**src/rtl/display_arbiter.sv**
```systemverilog
// display_arbiter
//   Shares the 4-digit 7-segment display between two producers. Each producer
//   offers a 16-bit BCD word {thousands,hundreds,tens,units}. The arbiter
//   grants round-robin and latches the granted word into D3..D0. It then keeps
//   that owner for at least HOLD_CYCLES cycles, so the digits never flicker
//   between sources.
//
// Handshake: a word moves when VALIDx && READYx are both high at a posedge of
//   CLK. READYx is combinational from the arbiter state and from the VALID
//   inputs. It never depends on DATAx. A requester that sees READY=0 keeps
//   VALID and DATA stable until it is accepted.
//
// Ports
//   CLK            in   1   system clock, posedge
//   RST_N          in   1   asynchronous active-low reset
//   VALID0/DATA0   in   1/16 requester 0 offer
//   READY0         out  1   requester 0 accepted this cycle
//   VALID1/DATA1   in   1/16 requester 1 offer
//   READY1         out  1   requester 1 accepted this cycle
//   D0..D3         out  4   registered digit nibbles (D0 = units)
//   OWNER          out  1   requester whose value is shown
//   BUSY           out  1   high while the hold period runs
//   dbg_state      out  1   FSM state (0 = IDLE, 1 = HOLD)
module display_arbiter #(
    parameter int HOLD_W      = 16,
    parameter int HOLD_CYCLES = 50000
) (
    input  logic        CLK,
    input  logic        RST_N,
    input  logic        VALID0,
    input  logic [15:0] DATA0,
    output logic        READY0,
    input  logic        VALID1,
    input  logic [15:0] DATA1,
    output logic        READY1,
    output logic [3:0]  D0,
    output logic [3:0]  D1,
    output logic [3:0]  D2,
    output logic [3:0]  D3,
    output logic        OWNER,
    output logic        BUSY,
    output logic [0:0]  dbg_state
);

    localparam logic [0:0] ST_IDLE = 1'b0;
    localparam logic [0:0] ST_HOLD = 1'b1;

    // The counter is loaded with HOLD_CYCLES-1 and runs down to 0 inclusive.
    // That gives exactly HOLD_CYCLES cycles of ownership.
    localparam logic [HOLD_W-1:0] RELOAD = HOLD_W'(HOLD_CYCLES - 1);

    logic [0:0]        state;
    logic              rr;        // side preferred when both requesters are valid
    logic [HOLD_W-1:0] count;

    logic              grant_any;
    logic              grant_sel;
    logic              xfer0;
    logic              xfer1;
    logic              xfer;
    logic [15:0]       xfer_data;

    // IDLE grant: the sole valid requester wins. When both are valid, the
    // rr pointer decides.
    always_comb begin
        grant_any = VALID0 | VALID1;
        grant_sel = 1'b0;
        if (VALID0 && VALID1) begin
            grant_sel = rr;
        end else if (VALID1) begin
            grant_sel = 1'b1;
        end
    end

    // READY is gated by RST_N so that no handshake completes while reset is
    // asserted. In HOLD, only the owner may refresh its value.
    always_comb begin
        READY0 = 1'b0;
        READY1 = 1'b0;
        if (RST_N) begin
            if (state == ST_IDLE) begin
                if (grant_any) begin
                    READY0 = ~grant_sel;
                    READY1 = grant_sel;
                end
            end else begin
                READY0 = ~OWNER;
                READY1 = OWNER;
            end
        end
    end

    assign xfer0     = VALID0 & READY0;
    assign xfer1     = VALID1 & READY1;
    assign xfer      = xfer0 | xfer1;
    assign xfer_data = xfer1 ? DATA1 : DATA0;

    always_ff @(posedge CLK or negedge RST_N) begin
        if (!RST_N) begin
            state <= ST_IDLE;
            rr    <= 1'b0;
            count <= '0;
            OWNER <= 1'b0;
            D0    <= 4'h0;
            D1    <= 4'h0;
            D2    <= 4'h0;
            D3    <= 4'h0;
        end else if (state == ST_IDLE) begin
            if (xfer) begin
                {D3, D2, D1, D0} <= xfer_data;
                OWNER            <= xfer1;
                rr               <= ~xfer1;    // next contested grant goes to the other side
                count            <= RELOAD;
                state            <= ST_HOLD;
            end
        end else begin
            // In HOLD only the owner can transfer. A refresh on the
            // counter==0 cycle still reloads the counter, so the owner keeps
            // the display.
            if (xfer) begin
                {D3, D2, D1, D0} <= xfer_data;
                count            <= RELOAD;
            end else if (count != '0) begin
                count <= count - 1'b1;
            end else begin
                state <= ST_IDLE;
            end
        end
    end

    assign BUSY      = (state == ST_HOLD);
    assign dbg_state = state;

endmodule
```
**config.mk**
```make
export PLATFORM = sky130hd
export DESIGN_NAME = display_arbiter
export DESIGN_NICKNAME = d
export VERILOG_FILES = /design/src/rtl/display_arbiter.sv
export SDC_FILE = /design/constraint.sdc
export NUM_CORES = 1
export LEC_CHECK = 0
export ABC_AREA = 0
export CAP_MARGIN = 15
export CORE_ASPECT_RATIO = 1.4
export CORE_MARGIN = 5
export CORE_UTILIZATION = 48
export CTS_BUF_LIST = sky130_fd_sc_hd__clkbuf_4 sky130_fd_sc_hd__clkbuf_8
export DETAILED_ROUTE_END_ITERATION = 10
export PLACE_DENSITY = 0.81
export SLEW_MARGIN = 20
export SYNTH_ARGS = -nofsm -noshare
export SYNTH_HDL_FRONTEND = slang
export SYNTH_SLANG_ARGS = --single-unit
```
**constraint.sdc**
```tcl
create_clock -name CLK -period 2.52 [get_ports CLK]
set_clock_uncertainty 0.15 [all_clocks]
set_input_delay 0.756 -clock CLK [delete_from_list [all_inputs] [get_ports CLK]]
set_output_delay 0.756 -clock CLK [all_outputs]
set_load 0.05 [all_outputs]
```
Yosys cells after proc, flatten, opt, wreduce, memory -nomap -nowiden
Index checks and enable logic that the tools add are counted.
Widths: inputs -> output; s select.

operators by class
  $add $sub $neg = 1
  muxes and demuxes = 17
  bitwise logic cells = 8
  reduce and logical (&&, ||, !) cells = 6

operator list
  operator               number
  $mux 16                5
  $reduce_bool 16->1     1
  $sub 16x1->16 const B  1
  $mux 1                 12
  $not 1->1              4
  $reduce_and 2->1       2
  $reduce_bool 2->1      2
  $and 1x1->1            2
  $or 1x1->1             2
  $logic_and 1x1->1      1

storage, ports and cells
  bits in registers = 35
  input port bits = 36
  word-level logic and storage cells = 40

Depth between registers and ports, before layout
Gate-level depths: netlist of the first run.

  depth after elaboration = 10
  gate-level depth with buffers = 8
  mapped depth without buffers = 6

Least setup slack after synthesis of the first run
OpenSTA, ideal clock, no wires.

  path type = reg2out
  start point = register state (netlist: BUSY)
  end point = output port READY1
  arrival = 2,212 ps
  data required time = 1,614 ps
  slack = -598 ps
  cell stages (with the launch flop) = 5
  buffers on the path = 1
  cells stage by stage = dfrtp_1 clkbuf_1 inv_1 o211ai_1 a21boi_0

between the ends
  word-level cells in the longest chain between the ends = 2

ends and longest elaborated chain
  item                    line  RTL
  from (decl)             52    logic [0:0] state;
  from (signal assigned)  100   state <= ST_IDLE;
  from (signal assigned)  114   state <= ST_HOLD;
  from (signal assigned)  126   state <= ST_IDLE;
  $mux 1                  81    if (state == ST_IDLE) begin
  $mux 1                  80    if (RST_N) begin
  to (decl)               35    output logic READY1,

No other way between the ends.

Worst setup path after layout of the first run
  start point = input port VALID0
  end point = output port READY0

between the ends
  word-level cells in the longest chain between the ends = 6

ends and longest elaborated chain
  item               line  RTL
  from (decl)        30    input logic VALID0,
  $logic_and 1x1->1  68    if (VALID0 && VALID1) begin
  $mux 1             68
  $not 1->1          83    READY0 = ~grant_sel;
  $mux 1 *           82    if (grant_any) begin
  $mux 1 *           81
  $mux 1 *           80
  to (decl)          32    output logic READY0,

Every way passes the cells marked *; elsewhere a longest branch is shown, timed or not.

==> reports/metrics.csv, run 1 <==
stage;metric;value;unit
logic_synthesis;synth.cell_area;1887;um2
logic_synthesis;synth_seq_area_share;46.42;%
outcome;status;completed;
logic_synthesis;netlist_instances;194;
critical_path;crit_path_max_incr_delay;0.24;ns
global_routing;grt_usage;18.43;%
timing;hold_viol;0;
die;dieHeight;84.19;um
logic_synthesis;ys_types;38;
detailed_routing;viasPerCell;5.523;
critical_path;cp_max_fo;3;
timing;rsz0062_at_grt;false;
clocking;cts_inserted_buffers;5;
clocking;postCtsSetupBuffers;0;
global_routing;grt_overflow;0;
clocking;cts_tree;yes;
power;p_total;1584;uW
clocking;clkTransAtPathRegs;0.07;ns
placement;hpwl;3.465;mm
die;coreArea;3885;um2
timing;maxSlewHeadroom;64.79;%
detailed_routing;drc;0;
critical_path;path_class;in -> out;
timing;tightest_slew;0.5264;ns
placement;dpl_cell_area;2587;um2
logic_synthesis;avgSynthCellArea;9.726;um2
clocking;root_buffer;clkbuf_8;
critical_path;arrival;1.57;ns
power;ir_drop;0.0005153;V
finish;drive_gt1_share;13.41;%
finish;multi_input_area;954.7;um2
critical_path;crit_cells;5;
finish;final_cell_area;2684;um2
logic_synthesis;synth_nets;231;
finish;area.growth.synth_to_final;42.24;%
placement;place_congestion;0.9684;
die;io_pins;57;
detailed_routing;ant_nets;0;
critical_path;worstSetupStartpointType;input port;
clocking;cts.sink_count;35;
detailed_routing;dr.first_iter.drc_count;61;
detailed_routing;wirelength;4.515;mm
clocking;cts-htree-levels;2;
timing;fmax;403.7;MHz
die;start_util;48.57;%
logic_synthesis;ys_warn_count;0;
critical_path;crit_family;buffers and inverters;
global_routing;antenna_found_initial;0;
worst_hold_path;hold_depth;2;
worst_hold_path;hold_class;reg -> reg;
critical_path;reg2reg_depth;6;
logic_synthesis;synth_seq_cells;35;
detailed_routing;drt_first_pass_iters;4;
critical_path;path_cells;dlygate4sd2_1 -> nand2b_1 -> a21o_1 -> a21boi_4 -> buf_12;
timing;setup_violations;0;
detailed_routing;post_drt_wl_per_cell;14.85;um
critical_path;crit_path_top_delay_cell;dlygate4sd2_1;
placement;port_buffers;56;
timing;drv_slew;0;
clocking;cts_buffer_depth;2;
die;std_cell_rows;27;
critical_path;cp.buffers_inverters;2;
finish;regArea;877.1;um2
global_routing;grt_pass1_vias;1787;
critical_path;end_kind;primary output;
finish;diodes;0;
timing;fin_crit;2.477;ns
finish;final.fill_count;304;
global_routing;grt_pass1_wl;7.983;mm
critical_path;worstPathRequired;1.61;ns
finish;layout.nets;297;
power;p_per_area;590.0;nW/um2
global_routing;grt_start_max_net_pins;33;
timing;timing.final.crit_share;98.31;%
flow_run;drv_cap;0;
die;die_area;5303;um2
clocking;clk_latency;0.29;ns
die;die_w;62.99;um
power;power_leakage;0.001081;uW
detailed_routing;vias;1679;
## registers in the layout, summed over array words and instances (netlist names)
| name | count |
|---|---|
| BUSY | 1 |
| D1 | 4 |
| rr | 1 |
| OWNER | 1 |
| D2 | 4 |
| count | 16 |
| D0 | 4 |
| D3 | 4 |
## logic make-up after synthesis
logic type / synth area share (%)
simple gates: 23.87
fa+ha+maj: 0.6630
compound gates: 14.79
buf+inv: 4.177
flops: 46.42
mux: 10.08
## layout by cell type, fill, tap and decap left out, drive strengths merged, types with 2 or more instances in the layout
cell            n
a21boi          2
a21o            2
a21oi           9
and2            2
buf            19
clkbuf          5
clkdlybuf4s50  48
clkinv          3
dfrtp          35
dlygate4sd2     3
inv             4
mux2i          19
nand2          23
nand2b          2
nand3           5
nand3b          2
nand4           4
nor2            7
nor3            4
nor3b           3
nor4            6
o211ai          2
o21ai          29
or3             8
or4             4
## worst paths after layout
check / from / to / slack (ns)
max: VALID0 / READY0 / 0.04
min: D1[2]$_DFFE_PN0P_ / D1[2]$_DFFE_PN0P_ / 0.33
max reg2reg: count[0]$_DFFE_PN0P_ / count[9]$_DFFE_PN0P_ / 0.30
min reg2reg: D1[2]$_DFFE_PN0P_ / D1[2]$_DFFE_PN0P_ / 0.33
max in group asynchronous: RST_N / count[10]$_DFFE_PN0P_ / 1.46
min in group asynchronous: RST_N / D0[3]$_DFFE_PN0P_ / 0.51
## cell type report
| type | instances | area share, % |
|---|---|---|
| Clock inverter | 3 | 0.5594 |
| Tap cell | 43 | 2.005 |
| Sequential cell | 35 | 32.68 |
| Clock buffer | 5 | 2.564 |
| Inverter | 4 | 0.5594 |
| Multi-Input combinational cell | 144 | 35.57 |
| Timing Repair Buffer | 70 | 26.06 |
## through the flow
stage               hold slack (ns)  util (%)  cells  worst slack (ns)  TNS [ns]
detailed placement           0.3193     66.60    296           -0.2374   -0.6503
finish                       0.3275     69.08    304           0.04268         0
global route                 0.3563     69.08    304          0.002482         0
floorplan                    0.3104         -    194           0.01988         0
CTS                          0.3350     69.05    304          0.008978         0
global placement             0.3113     66.60    296           -0.2180   -0.5204
## timing repair
| item | CTS | global route |
|---|---|---|
| hold buffers | 0 | 0 |
| pin swaps | 2 | 0 |
| endpoints found under the setup margin | 2 | 2 |
| resized for setup | 5 | 1 |
## worst register-to-register path, delay by kind of cell (launching register included)
family	cells	cell delay, ns
DFF	1	0.41
and+or+nand+nor	4	1.22
adders and majority gates	1	0.22
buffers and inverters	1	0.08
## cell usage after synthesis
cell	instances	share of area, %
dfrtp_1	35	46
o21ai_0	29	7.7
nand2_1	23	4.6
mux2i_1	19	10
a21oi_1	9	2.4
nor2_1	7	1.4
or3_1	7	2.3
clkbuf_1	6	1.2
nand3_1	5	1.3
nor4_1	5	1.7
buf_4	4	1.6
inv_1	4	0.80
nand4_1	4	1.3
nor3_1	3	0.80
nor3b_1	3	1.2
or4_1	3	1.2
a21boi_0	2	0.80
a21o_1	2	0.80
and2_1	2	0.66
nand2b_1	2	0.66
nand3b_1	2	0.80
o211ai_1	2	0.80
a211o_1	1	0.46
and3_1	1	0.33
and4_1	1	0.46
buf_6	1	0.60
ha_1	1	0.66
nand4b_1	1	0.46
nor3_4	1	0.86
nor4_4	1	1.1
nor4b_4	1	1.3
o2111a_1	1	0.60
o21a_1	1	0.40
o31a_1	1	0.46
o31ai_1	1	0.40
or3_2	1	0.40
or3b_1	1	0.46
or4_4	1	0.60
## report_power, final
part	switching [uW]	internal, uW
logic	275	201
registers	74.0	639
clock network	205	189
total	554	1030
## layer usage
metal,wire length [um],global-route usage (%),part of all wire (%),vias to the layer above
met2,2259,31.09,50,54
met5,0,0,0,-
met4,93,8.108,2.1,0
li1,-,-,-,840
met3,439,8.300,9.7,11
met1,1723,19.52,38,774
Power figures use the tool's default switching activity.
==> run 2, diff against run 1 <==
--- a/config.mk
+++ b/config.mk
@@ -9,10 +9,10 @@
 export CAP_MARGIN = 15
 export CORE_ASPECT_RATIO = 1.4
 export CORE_MARGIN = 5
-export CORE_UTILIZATION = 48
+export CORE_UTILIZATION = 44
 export CTS_BUF_LIST = sky130_fd_sc_hd__clkbuf_4 sky130_fd_sc_hd__clkbuf_8
 export DETAILED_ROUTE_END_ITERATION = 10
-export PLACE_DENSITY = 0.81
+export PLACE_DENSITY = 0.79
 export SLEW_MARGIN = 20
 export SYNTH_ARGS = -nofsm -noshare
 export SYNTH_HDL_FRONTEND = slang
==> constraint.sdc (replaced) <==
create_clock -name CLK -period 2.14 [get_ports CLK]
set_clock_uncertainty 0.15 [all_clocks]
set_input_delay 0.642 -clock CLK [delete_from_list [all_inputs] [get_ports CLK]]
set_output_delay 0.642 -clock CLK [all_outputs]
set_load 0.05 [all_outputs]
==> run 2 against run 1 <==
Against the previous run:
- the run now ends with negative setup slack left
- die area increased by 7.8%
- flip-flop and latch count stayed put
- combinational power increased by 17%
- register-to-register slack lost 0.18 ns
- sequential power up 18%
- sequential share of layout area decreased by 1.0 points
- critical endpoint unchanged
- hold slack got worse by 0.30 ns
- clock power increased by 41%
- worst setup slack worse by 0.047 ns
- core utilization fell by 3.2 points
==> reports/metrics.csv, run 2 (same netlist as run 1, synthesis figures left out) <==
stage;metric;value;unit;change
clocking;cts.sink_count;35;;unchanged
power;p_total;1954;uW;was 1584 uW
power;switchingPower;665.0;uW;was 553.8 uW
die;start_util;44.88;%;was 48.57%
power;seqPwrFrac;43.2;%;was 45.0%
global_routing;grt_start_max_net_pins;34;;was 33
detailed_routing;drt_first_pass_iters;4;;unchanged
clocking;root_buffer;clkbuf_8;;unchanged
die;die_w;65.35;um;was 62.99 um
die;io_pins;57;;unchanged
critical_path;arrival;1.35;ns;was 1.57 ns
detailed_routing;post_drt_wl_per_cell;14.80;um;was 14.85 um
outcome;violations;negative setup slack;;
timing;timing.final.ws_setup;-0.004621;ns;was 0.04268 ns
timing;setup_violations;1;;was 0
placement;dpl_cell_area;2636;um2;was 2587 um2
finish;layout.nets;306;;was 297
power;power.share.clock;28.4;%;was 24.9%
die;std_cell_rows;28;;was 27
critical_path;r2r-start;BUSY$_DFF_PN0_;;was count[0]$_DFFE_PN0P_
global_routing;antenna_found_initial;0;;unchanged
finish;mostFrequentLayoutCells;37 x buf_4, 34 x dfrtp_1, 32 x clkdlybuf4s50_1;;was 48 x clkdlybuf4s50_1, 34 x dfrtp_1, 29 x o21ai_0
die;dieHeight;87.48;um;was 84.19 um
critical_path;worstPathRequired;1.35;ns;was 1.61 ns
placement;hpwl;3.543;mm;was 3.465 mm
detailed_routing;viasPerCell;5.511;;was 5.523
clocking;clkTransAtPathRegs;0.07;ns;about the same
critical_path;worstSetupStartpointType;flip-flop;;was input port
clocking;cts_inserted_buffers;5;;unchanged
global_routing;grt_usage;19.08;%;was 18.43%
power;p_comb_share;28.4;%;was 30.1%
outcome;status;finished, violations left;;was completed
power;switching_share;34.03;%;was 34.97%
global_routing;grt_pass1_vias;1861;;was 1787
timing;hold_slack;0.02862;ns;was 0.3275 ns
placement;port_buffers;56;;unchanged
finish;final_cell_area;2769;um2;was 2684 um2
power;ir_drop;0.0003899;V;was 0.0005153 V
timing;drv_slew;0;;unchanged
power;power_leakage;0.001175;uW;was 0.001081 uW
timing;fin_crit;2.145;ns;
timing;timing.final.crit_share;100.2;%;
detailed_routing;ant_nets;0;;unchanged
critical_path;timing.rr.end;D1[3]$_DFFE_PN0P_;;was count[9]$_DFFE_PN0P_
timing;maxSlewHeadroom;70.53;%;was 64.79%
critical_path;path_class;reg -> out;;was in -> out
global_routing;grt_pass1_wl;8.397;mm;was 7.983 mm
timing;hold_viol;0;;unchanged
critical_path;cp_max_fo;4;;was 3
clocking;cts_tree;yes;;unchanged
timing;tightest_slew;0.4402;ns;was 0.5264 ns
timing;fmax;466.3;MHz;
clocking;cts-htree-levels;2;;unchanged
die;coreArea;4204;um2;was 3885 um2
finish;diodes;0;;unchanged
die;die_area;5716;um2;was 5303 um2
global_routing;grt_overflow;0;;unchanged
power;internal_power;1289;uW;was 1030 uW
detailed_routing;wirelength;4.661;mm;was 4.515 mm
placement;dp.cells;303;;was 296
clocking;cts_buffer_depth;2;;unchanged
finish;layout_commonest_cell;buf_4;;was clkdlybuf4s50_1
timing;rsz0062_at_grt;true;;was false
critical_path;end_kind;primary output;;unchanged
critical_path;reg2reg_depth;9;;was 6
detailed_routing;dr.first_iter.drc_count;106;;was 61
finish;final.fill_count;326;;was 304
finish;final_util;65.86;%;was 69.08%
placement;place_congestion;0.8978;;was 0.9684
detailed_routing;vias;1736;;was 1679
detailed_routing;drc;0;;unchanged
worst_hold_path;hold_class;in -> async;;was reg -> reg
finish;instances_no_fill;315;;was 304
clocking;clk_latency;0.29;ns;about the same
critical_path;rrSetupSlack;0.12;ns;was 0.30 ns
finish;drive_gt1_share;24.07;%;was 13.41%
finish;max_flop_register;count;;unchanged
power;p_per_area;705.8;nW/um2;was 590.0 nW/um2
finish;largest_reg_flops;16;;unchanged
flow_run;drv_cap;0;;unchanged
finish;area.growth.synth_to_final;46.75;%;was 42.24%
run 2: changes by cell type in the layout (fill, tap and decap cells not counted), moves of 2 or more:
cell and delta:
clkdlybuf4s50_1 -16, clkinv_2 -3, clkbuf_8 +2, o21ai_0 -2
dlygate4sd2_1 -3, buf_2 +3, buf_12 +3, buf_4 +22
o21ai_1 +2
run 2: metal layers:
metal / track usage (%) / vias up / routed length [um]
li1: - / 858 / -
met1: 20.87 / 804 / 1760
met2: 33.09 / 68 / 2395
met3: 7.106 / 6 / 428
met4: 7.547 / 0 / 76
met5: 0 / - / 0
run 2: critical path: stages (launching register included):
cell and delay (ns):
dfrtp_2 0.43, nand2b_4 0.15, a21o_1 0.18, a21boi_4 0.15, buf_12 0.15
run 2: timing repair:
action                                  4_1_cts  5_1_grt
cloned                                        0        0
endpoints found under the setup margin        2        7
hold buffers                                  0        0
gates resized for setup                       9        3
pin swaps                                     2        0
setup buffers                                 4        0
run 2: how the worst max path moves through the flow:
stage                   start     end  slack [ns]
6_report       BUSY$_DFF_PN0_  READY0      -0.005
2_1_floorplan  BUSY$_DFF_PN0_  READY1        0.02
3_5_place_dp           VALID0  READY0       -0.40
4_1_cts        BUSY$_DFF_PN0_  READY0      -0.007
3_3_place_gp           VALID0  READY0       -0.39
5_1_grt        BUSY$_DFF_PN0_  READY0       -0.05
run 2: layout make-up:
class,count,area (um2),share of cell area (%)
inverters,4,15.01,0.5422
clock buffers,8,103.9,3.751
well taps,45,56.30,2.033
multi-input cells,144,963.4,34.79
repair buffers,79,753.2,27.20
flip-flops and latches,35,877.1,31.68
run 2: per-stage QoR:
step                setup TNS (ns)  worst slack [ns]
floorplan                        0           0.01589
global route              -0.08373          -0.05339
global placement            -5.523           -0.3885
finish                   -0.004621         -0.004621
detailed placement          -6.201           -0.4049
CTS                      -0.007241         -0.007241
run 2: power groups by stage:
stage               Sequential (uW)  Clock, uW  Combinational [uW]
global placement                849          0                 552
CTS                             843        560                 561
floorplan                      1000          0                 167
finish                          843        555                 556
detailed placement              854          0                 563
global route                    860        599                 609
